[config.mk]
export PLATFORM = sky130hd
export DESIGN_NAME = xor_bit_deserializer
export DESIGN_NICKNAME = d
export VERILOG_FILES = /design/src/rtl/xor_stage_pkg.sv /design/src/rtl/xor_bit_deserializer_parity_shift_reg.sv /design/src/rtl/xor_bit_deserializer.sv
export SDC_FILE = /design/constraint.sdc
export NUM_CORES = 1
export LEC_CHECK = 0
export ABC_AREA = 0
export CAP_MARGIN = 0
export CORE_MARGIN = 8
export CORE_UTILIZATION = 50
export CTS_CLUSTER_SIZE = 16
export DETAILED_ROUTE_END_ITERATION = 10
export GPL_TIMING_DRIVEN = 0
export PLACE_DENSITY_LB_ADDON = 0.2
export SYNTH_ARGS = -nofsm -noshare
export SYNTH_HDL_FRONTEND = slang
export SYNTH_SLANG_ARGS = --single-unit
[constraint.sdc]
create_clock -name CLK -period 3.1 [get_ports CLK]
set_input_delay 0.465 -clock CLK [delete_from_list [all_inputs] [get_ports CLK]]
set_output_delay 0.465 -clock CLK [all_outputs]
set_load 0.05 [all_outputs]
[src/rtl/xor_stage_pkg.sv]
// Shared definitions for the XOR stage deserializer.
//   XOR_WORD_W_DEF : default output word width
//   out_state_t    : state of the output holding register
package xor_stage_pkg;

    localparam int XOR_WORD_W_DEF = 8;

    typedef enum logic {
        OUT_EMPTY = 1'b0,
        OUT_FULL  = 1'b1
    } out_state_t;

endpackage

[src/rtl/xor_bit_deserializer_parity_shift_reg.sv]
// Bit collector for the XOR stage deserializer: writes each valid serial bit
// into the next free position of a shift register (LSB first), keeps the
// running even parity, and signals completion when the last bit of a word is
// sampled.
// Ports:
//   clk, rst_n   : clock, asynchronous active-low reset
//   clr          : synchronous clear of counter and running parity
//   bit_in       : serial data bit
//   bit_valid    : bit_in is sampled this cycle
//   word_next    : completed word including the current bit (valid with complete)
//   parity_next  : even parity of word_next (valid with complete)
//   complete     : the current bit finishes a word
module parity_shift_reg
    import xor_stage_pkg::*;
#(
    parameter int WORD_W = XOR_WORD_W_DEF,
    parameter int CNT_W  = $clog2(WORD_W)
) (
    input  logic              clk,
    input  logic              rst_n,
    input  logic              clr,
    input  logic              bit_in,
    input  logic              bit_valid,
    output logic [WORD_W-1:0] word_next,
    output logic              parity_next,
    output logic              complete
);

    localparam logic [CNT_W-1:0] LAST_IDX = CNT_W'(WORD_W - 1);

    logic [WORD_W-1:0] shift_q;
    logic [CNT_W-1:0]  cnt_q;
    logic              par_q;

    // The word and parity are formed combinationally with the current bit
    // merged in, so the output register can load them on the same edge.
    always_comb begin
        word_next          = shift_q;
        word_next[cnt_q]   = bit_in;
        parity_next        = par_q ^ bit_in;
        complete           = bit_valid && !clr && (cnt_q == LAST_IDX);
    end

    always_ff @(posedge clk or negedge rst_n) begin
        if (!rst_n) begin
            shift_q <= '0;
            cnt_q   <= '0;
            par_q   <= 1'b0;
        end else if (clr) begin
            cnt_q   <= '0;
            par_q   <= 1'b0;
        end else if (bit_valid) begin
            shift_q <= word_next;
            if (complete) begin
                cnt_q <= '0;
                par_q <= 1'b0;
            end else begin
                cnt_q <= cnt_q + 1'b1;
                par_q <= parity_next;
            end
        end
    end

endmodule

[src/rtl/xor_bit_deserializer.sv]
// Deserializer for the 1-bit output stream of the XOR primitive stage.
// Packs bits LSB first into WORD_W-bit words with even parity and offers each
// word on a valid/ready port. A word completing while the previous one is
// still unaccepted is dropped and sets the sticky OVERRUN flag.
// Optional build macro XOR_DESER_SYNC_CLR_EN adds the SYNC_CLR input, which
// synchronously restarts collection and empties the output register.
// Ports:
//   CLK, RST_N  : clock, asynchronous active-low reset
//   SYNC_CLR    : (XOR_DESER_SYNC_CLR_EN only) synchronous clear
//   BIT_IN      : serial bit, sampled when BIT_VALID=1
//   BIT_VALID   : serial bit qualifier
//   WORD_OUT    : completed word, bit 0 received first
//   PARITY_OUT  : XOR of all WORD_OUT bits
//   WORD_VALID  : WORD_OUT/PARITY_OUT hold an unaccepted word
//   WORD_READY  : consumer accepts when WORD_VALID=1 at a rising edge
//   OVERRUN     : sticky, a completed word was dropped
module xor_bit_deserializer
    import xor_stage_pkg::*;
#(
    parameter int WORD_W = XOR_WORD_W_DEF
) (
    input  logic              CLK,
    input  logic              RST_N,
`ifdef XOR_DESER_SYNC_CLR_EN
    input  logic              SYNC_CLR,
`endif
    input  logic              BIT_IN,
    input  logic              BIT_VALID,
    output logic [WORD_W-1:0] WORD_OUT,
    output logic              PARITY_OUT,
    output logic              WORD_VALID,
    input  logic              WORD_READY,
    output logic              OVERRUN
);

    localparam int CNT_W = $clog2(WORD_W);

    logic              clr;
    logic [WORD_W-1:0] word_next;
    logic              parity_next;
    logic              complete;
    logic              accept;
    out_state_t        state_q;

`ifdef XOR_DESER_SYNC_CLR_EN
    assign clr = SYNC_CLR;
`else
    assign clr = 1'b0;
`endif

    parity_shift_reg #(
        .WORD_W (WORD_W),
        .CNT_W  (CNT_W)
    ) u_collect (
        .clk         (CLK),
        .rst_n       (RST_N),
        .clr         (clr),
        .bit_in      (BIT_IN),
        .bit_valid   (BIT_VALID),
        .word_next   (word_next),
        .parity_next (parity_next),
        .complete    (complete)
    );

    assign accept     = (state_q == OUT_FULL) && WORD_READY;
    assign WORD_VALID = (state_q == OUT_FULL);

    // Output register: clear wins over everything; an accept on the same
    // edge as a completion frees the slot so the new word is not dropped.
    always_ff @(posedge CLK or negedge RST_N) begin
        if (!RST_N) begin
            state_q    <= OUT_EMPTY;
            WORD_OUT   <= '0;
            PARITY_OUT <= 1'b0;
            OVERRUN    <= 1'b0;
        end else if (clr) begin
            state_q    <= OUT_EMPTY;
            OVERRUN    <= 1'b0;
        end else begin
            case (state_q)
                OUT_EMPTY: begin
                    if (complete) begin
                        state_q    <= OUT_FULL;
                        WORD_OUT   <= word_next;
                        PARITY_OUT <= parity_next;
                    end
                end
                OUT_FULL: begin
                    if (complete && accept) begin
                        WORD_OUT   <= word_next;
                        PARITY_OUT <= parity_next;
                    end else if (accept) begin
                        state_q    <= OUT_EMPTY;
                    end else if (complete) begin
                        OVERRUN    <= 1'b1;
                    end
                end
                default: state_q <= OUT_EMPTY;
            endcase
        end
    end

endmodule

---- Word-level counts from Yosys, hierarchy flattened ----
Index checks and enable logic that the tools add are counted.
storage, ports and cells
  bits of input ports ..................... 5
  bits in registers ....................... 23
  output and inout port bits .............. 11
cells by class
  equal/unequal tests ..................... 3
  mux-type cells .......................... 15
  order comparisons ....................... 2
  bitwise gates (word level) .............. 4
  reduce and logical (&&, ||, !) cells .... 6
  add/sub/neg operators ................... 1
operator list
  operator             count
  $mux 8               2
  $pmux 8 s2           1
  $bwmux 8             1
  $mux 1               7
  $logic_and 1x1->1    4
  $lt 3x4->1 const B   1
  $pmux 1 s2           2
  $reduce_and 4->1     1
  $add 3x1->3 const B  1
  $demux 1 s3          1
  $eq 3x3->1 const B   1
  $ge 3x1->1 const B   1
  $mux 3               1
  $not 1->1            3
  $ne 2x1->1 const B   1
  $ne 2x2->1 const B   1
  $reduce_and 2->1     1
  $xor 1x1->1          1

---- Depth between registers and ports, before layout ----
  depth in word-level cells ............... 7
  depth in mapped cells ................... 7
  gate-level depth less buffers ........... 5

---- Cells and area by module ----
A second synthesis with hierarchy kept.
unflattened totals
  cells, all modules ...................... 100
  area total of the unflattened synthesis .. 1196.1 um^2
by module, submodules not included
  module                cells an instance  area each (um^2)  times used
  parity_shift_reg      74                 775.7             1
  xor_bit_deserializer  26                 420.4             1

---- Worst setup path after synthesis ----
OpenSTA, ideal clock, no wires.
  path kind ............................... register to register
  start ................................... register u_collect.cnt_q[0]
  end ..................................... register WORD_OUT[6]
  slack ................................... 1.517 ns
  required time ........................... 3.019 ns
  clock period less this slack ............ 1.583 ns
  cell stages (with the launch flop) ...... 8
  arrival time ............................ 1.502 ns
  cells stage by stage .................... dfrtp_1 > ha_1 > ha_1 > and2_1 > buf_6 > and2_1 > buf_6 > a31oi_2
on the way
  longest elaborated chain between the ends .. 7
RTL lines
  element                                                         line                                                    text
  start, declared                                                 xor_bit_deserializer_parity_shift_reg.sv:32             logic [CNT_W-1:0] cnt_q;
  start signal, assigned                                          xor_bit_deserializer_parity_shift_reg.sv:58             cnt_q <= cnt_q + 1'b1;
  $lt 3x4->1 (not written as such) or $ge 3x1->1 (tied branches)  xor_bit_deserializer_parity_shift_reg.sv:39             word_next[cnt_q] = bit_in;
  $logic_and 1x1->1 (not written as such)                         xor_bit_deserializer_parity_shift_reg.sv:39
  $mux 1 (not written as such)                                    xor_bit_deserializer_parity_shift_reg.sv:39
  $demux 1 s3                                                     xor_bit_deserializer_parity_shift_reg.sv:39
  $bwmux 8                                                        xor_bit_deserializer_parity_shift_reg.sv:39
  $mux 8 (on tied branches)                                       xor_bit_deserializer.sv:89, xor_bit_deserializer.sv:82
  $pmux 8 s2                                                      xor_bit_deserializer.sv:80                              case (state_q)
  end signal, assigned                                            xor_bit_deserializer.sv:84                              WORD_OUT <= word_next;
  end signal, assigned                                            xor_bit_deserializer.sv:90                              WORD_OUT <= word_next;
  end, declared                                                   xor_bit_deserializer.sv:29                              output logic [WORD_W-1:0] WORD_OUT,
Parallel ways exist; a longest one is shown, timed or not. The select of a mux whose other input is x is not followed.
A chain may end at the register's enable or synchronous reset.

---- Worst setup path in the final report ----
  start ................................... register WORD_OUT[0]
  end ..................................... output WORD_OUT[0]
No word-level cell between the ends.

==> flow_summary_export.csv <==
group,metric,value,unit
status,status,"complete, no violations",
setup_path,crit_type,"reg2out",
synthesis,yosysUniqueCellTypes,31,
setup_path,critPathMaxFanout,2,
place,port_buffers,14,
min_path,hold_depth,1,
clocking,clkTransAtPathRegs,0.13,ns
floorplanning,initial_utilization,50.8,%
synthesis,yosysWarnings,0,
synthesis,synth-edff-count,0,
timing,worstMarginPinSlew,1.03,ns
timing,relSlewSlack,30.8,%
clocking,clock_path_buffers,2,
finish,diodes,0,
finish,area_delta_synth_final,16.8,%
setup_path,critPathArrivalTime,1.49,ns
min_path,holdPathEnd,"OVERRUN",
global_routing,overflow,0,
floorplanning,die_area,4260,µm²
clocking,cts_hold_buf,0,
timing,skew,0.00762,ns
clocking,cts_made_buffers,3,
synthesis,ys_ff_latch,23,
setup_path,slowest_delay,0.81,ns
place,gp_congestion,0.811,
finish,layout-drive-gt1-share,22.2,%
routing,wl_per_cell,14.4,µm
clocking,clkLatencyLatePin,0.31,ns
routing,finalWirelength,2240,µm
floorplanning,die_h,65.3,µm
synthesis,yosysSeqAreaShare,47.4,%
power,ir_worst_vdd,0.556,mV
power,power_density,1060,nW/µm²
min_path,hp-start,"OVERRUN",
finish,nets,134,
floorplanning,row_count,18,
synthesis,synthTopCellsByArea,"dfrtp_1 (47%), a21oi_2 (5.8%), mux2_2 (5.6%), mux2i_1 (4.9%), a21oi_1 (3.7%)",
setup_path,r2r_start,"u_collect.cnt_q[0]",
clocking,cts_sinks,23,
clocking,postCtsSetupRepairBufs,0,
min_path,hold_class,"reg2reg",
routing,drt-initial-drc-count,21,
setup_path,reg2reg_depth,7,
global_routing,grt_first_pass_wirelength,4200,µm
setup_path,cp.required,2.63,ns
place,dpl-instance-area,1390,µm²
timing,finalSetupViolations,0,
finish,final_area,1420,µm²
synthesis,synth.top_cell.area_share,47.4,%
routing,drc,0,
global_routing,grt_max_degree,24,
setup_path,path_delay_family,"buffers and inverters",
finish,nFillCells,217,
finish,mostFrequentLayoutCells,"dfrtp_1 (23), clkdlybuf4s50_1 (14), a21oi_1 (9)",
floorplanning,die_x,65.3,µm
timing,timing.final.hold_violations,0,
run,drv_cap,0,
synthesis,syn_inst,108,
timing,fmax,0.512,GHz
global_routing,grt_usage,12.1,%
clocking,htreeDepth,1,
setup_path,slowest_stage,"clkdlybuf4s50_1",
synthesis,syn_avg_cell_area,11.2,µm²
clocking,cts_resized,0,
setup_path,startpoint_type,"register",
floorplanning,pin_count,16,
setup_path,worstReg2RegEnd,"WORD_OUT[6]",
routing,num_vias,827,
clocking,cts_tree,"done",
synthesis,async_flop_share,100,%
floorplanning,core_area,2390,µm²
power,power_leakage,0.590,nW
global_routing,antenna_found_initial,0,
synthesis,synth_area,1210,µm²
place,hpwlAfterDp,1650,µm
routing,ant_nets,0,
clocking,clock-root-buffer,"clkbuf_4",
routing,dr.pass1.iters,4,
timing,min_period,1.95,ns
global_routing,grt_pass1_vias,888,
timing,slew_viol_final,0,
timing,fin_crit_sh,63.0,%
finish,final_common_cell,"dfrtp_1",
synthesis,synthFlopType,"dfrtp_1",
timing,finalSetupTns,0,ns
setup_path,ff2ff_setup_slack,1.33,ns
setup_path,crit_chain,"clkdlybuf4s50_1",
timing,rsz0062_at_grt,"false",
synthesis,synthesis.nets,115,
synthesis,synth_top_cell_by_area,"dfrtp_1",
finish,postLayoutCoreUtil,59.4,%
setup_path,path_buf_inv,1,
routing,viasPerCell,5.30,
setup_path,end_kind,"primary output",
## flip-flops by register name, summed over array words and instances (netlist names)
signal	flops
u_collect.shift_q	8
u_collect.par_q	1
WORD_OUT	8
u_collect.cnt_q	3
OVERRUN	1
WORD_VALID	1
PARITY_OUT	1
## worst max path at each step
stage,startpoint,end,slack [ns],cells past startpoint
after detailed placement,BIT_VALID,WORD_OUT[6],1.25,6
after global placement,BIT_VALID,WORD_OUT[6],1.26,6
final,WORD_OUT[0],WORD_OUT[0],1.15,1
after global routing,WORD_OUT[5],WORD_OUT[5],1.08,1
after CTS,PARITY_OUT,PARITY_OUT,1.13,1
after floorplan,u_collect.cnt_q[0],WORD_OUT[6],1.52,7
## per-stage QoR
| stage | power, mW | worst slack (ns) | hold WS, ns | cells |
|---|---|---|---|---|
| 2_1_floorplan | 1.14 | 1.52 | 0.169 | 108 |
| 3_3_place_gp | 1.35 | 1.26 | 0.459 | 152 |
| 3_5_place_dp | 1.37 | 1.25 | 0.472 | 152 |
| 4_1_cts | 1.51 | 1.13 | 0.502 | 156 |
| 5_1_grt | 1.61 | 1.08 | 0.525 | 156 |
| 6_report | 1.50 | 1.15 | 0.499 | 156 |
## layer usage
metal / part of all wire [%] / track usage (%)
met2: 44 / 19.1
met1: 49 / 15.3
met5: 0 / 0
met4: 1.2 / 5.18
met3: 6.3 / 3.23
## area by class of cell
class	count	area, µm²	area share [%]
repair buffers	14	140	9.89
flip-flops and latches	23	576	40.6
inverters	2	7.51	0.530
clock buffers	4	26.3	1.85
plain buffers	10	73.8	5.21
well taps	30	37.5	2.65
multi-input cells	73	557	39.3
## cells in the mapped netlist, types with 2 or more instances
master and number:
a21oi_1 9, a21oi_2 8, and2_1 2, buf_2 2, buf_4 3, buf_6 3
clkbuf_1 2, dfrtp_1 23, ha_1 2, inv_1 2, mux2_1 4, mux2_2 6
mux2i_1 6, nand2_1 6, nand2b_1 3, nand3_1 3, nand3b_1 3, nor2b_1 3
nor3_1 3, nor3b_1 2, o21ai_0 3
## cell families (layout without fill, tap and decap cells)
group,count (synthesis),after routing,synth area share (%)
DFF,23,23,47.4
xor gates and xnor gates,1,1,0.722
buffers and inverters,12,30,6.70
adders and majority gates,2,2,2.06
AOI/OAI and AO/OA,24,24,13.5
muxes,16,16,14.2
and+or+nand+nor,30,30,15.4
## report_power, final
part	switching (mW)	total (mW)	internal, mW
clock	0.0878	0.138	0.0502
sequential	0.0853	0.523	0.438
combinational	0.502	0.837	0.335
total	0.675	1.50	0.824
Note: power is estimated with default switching activity, not from simulation.
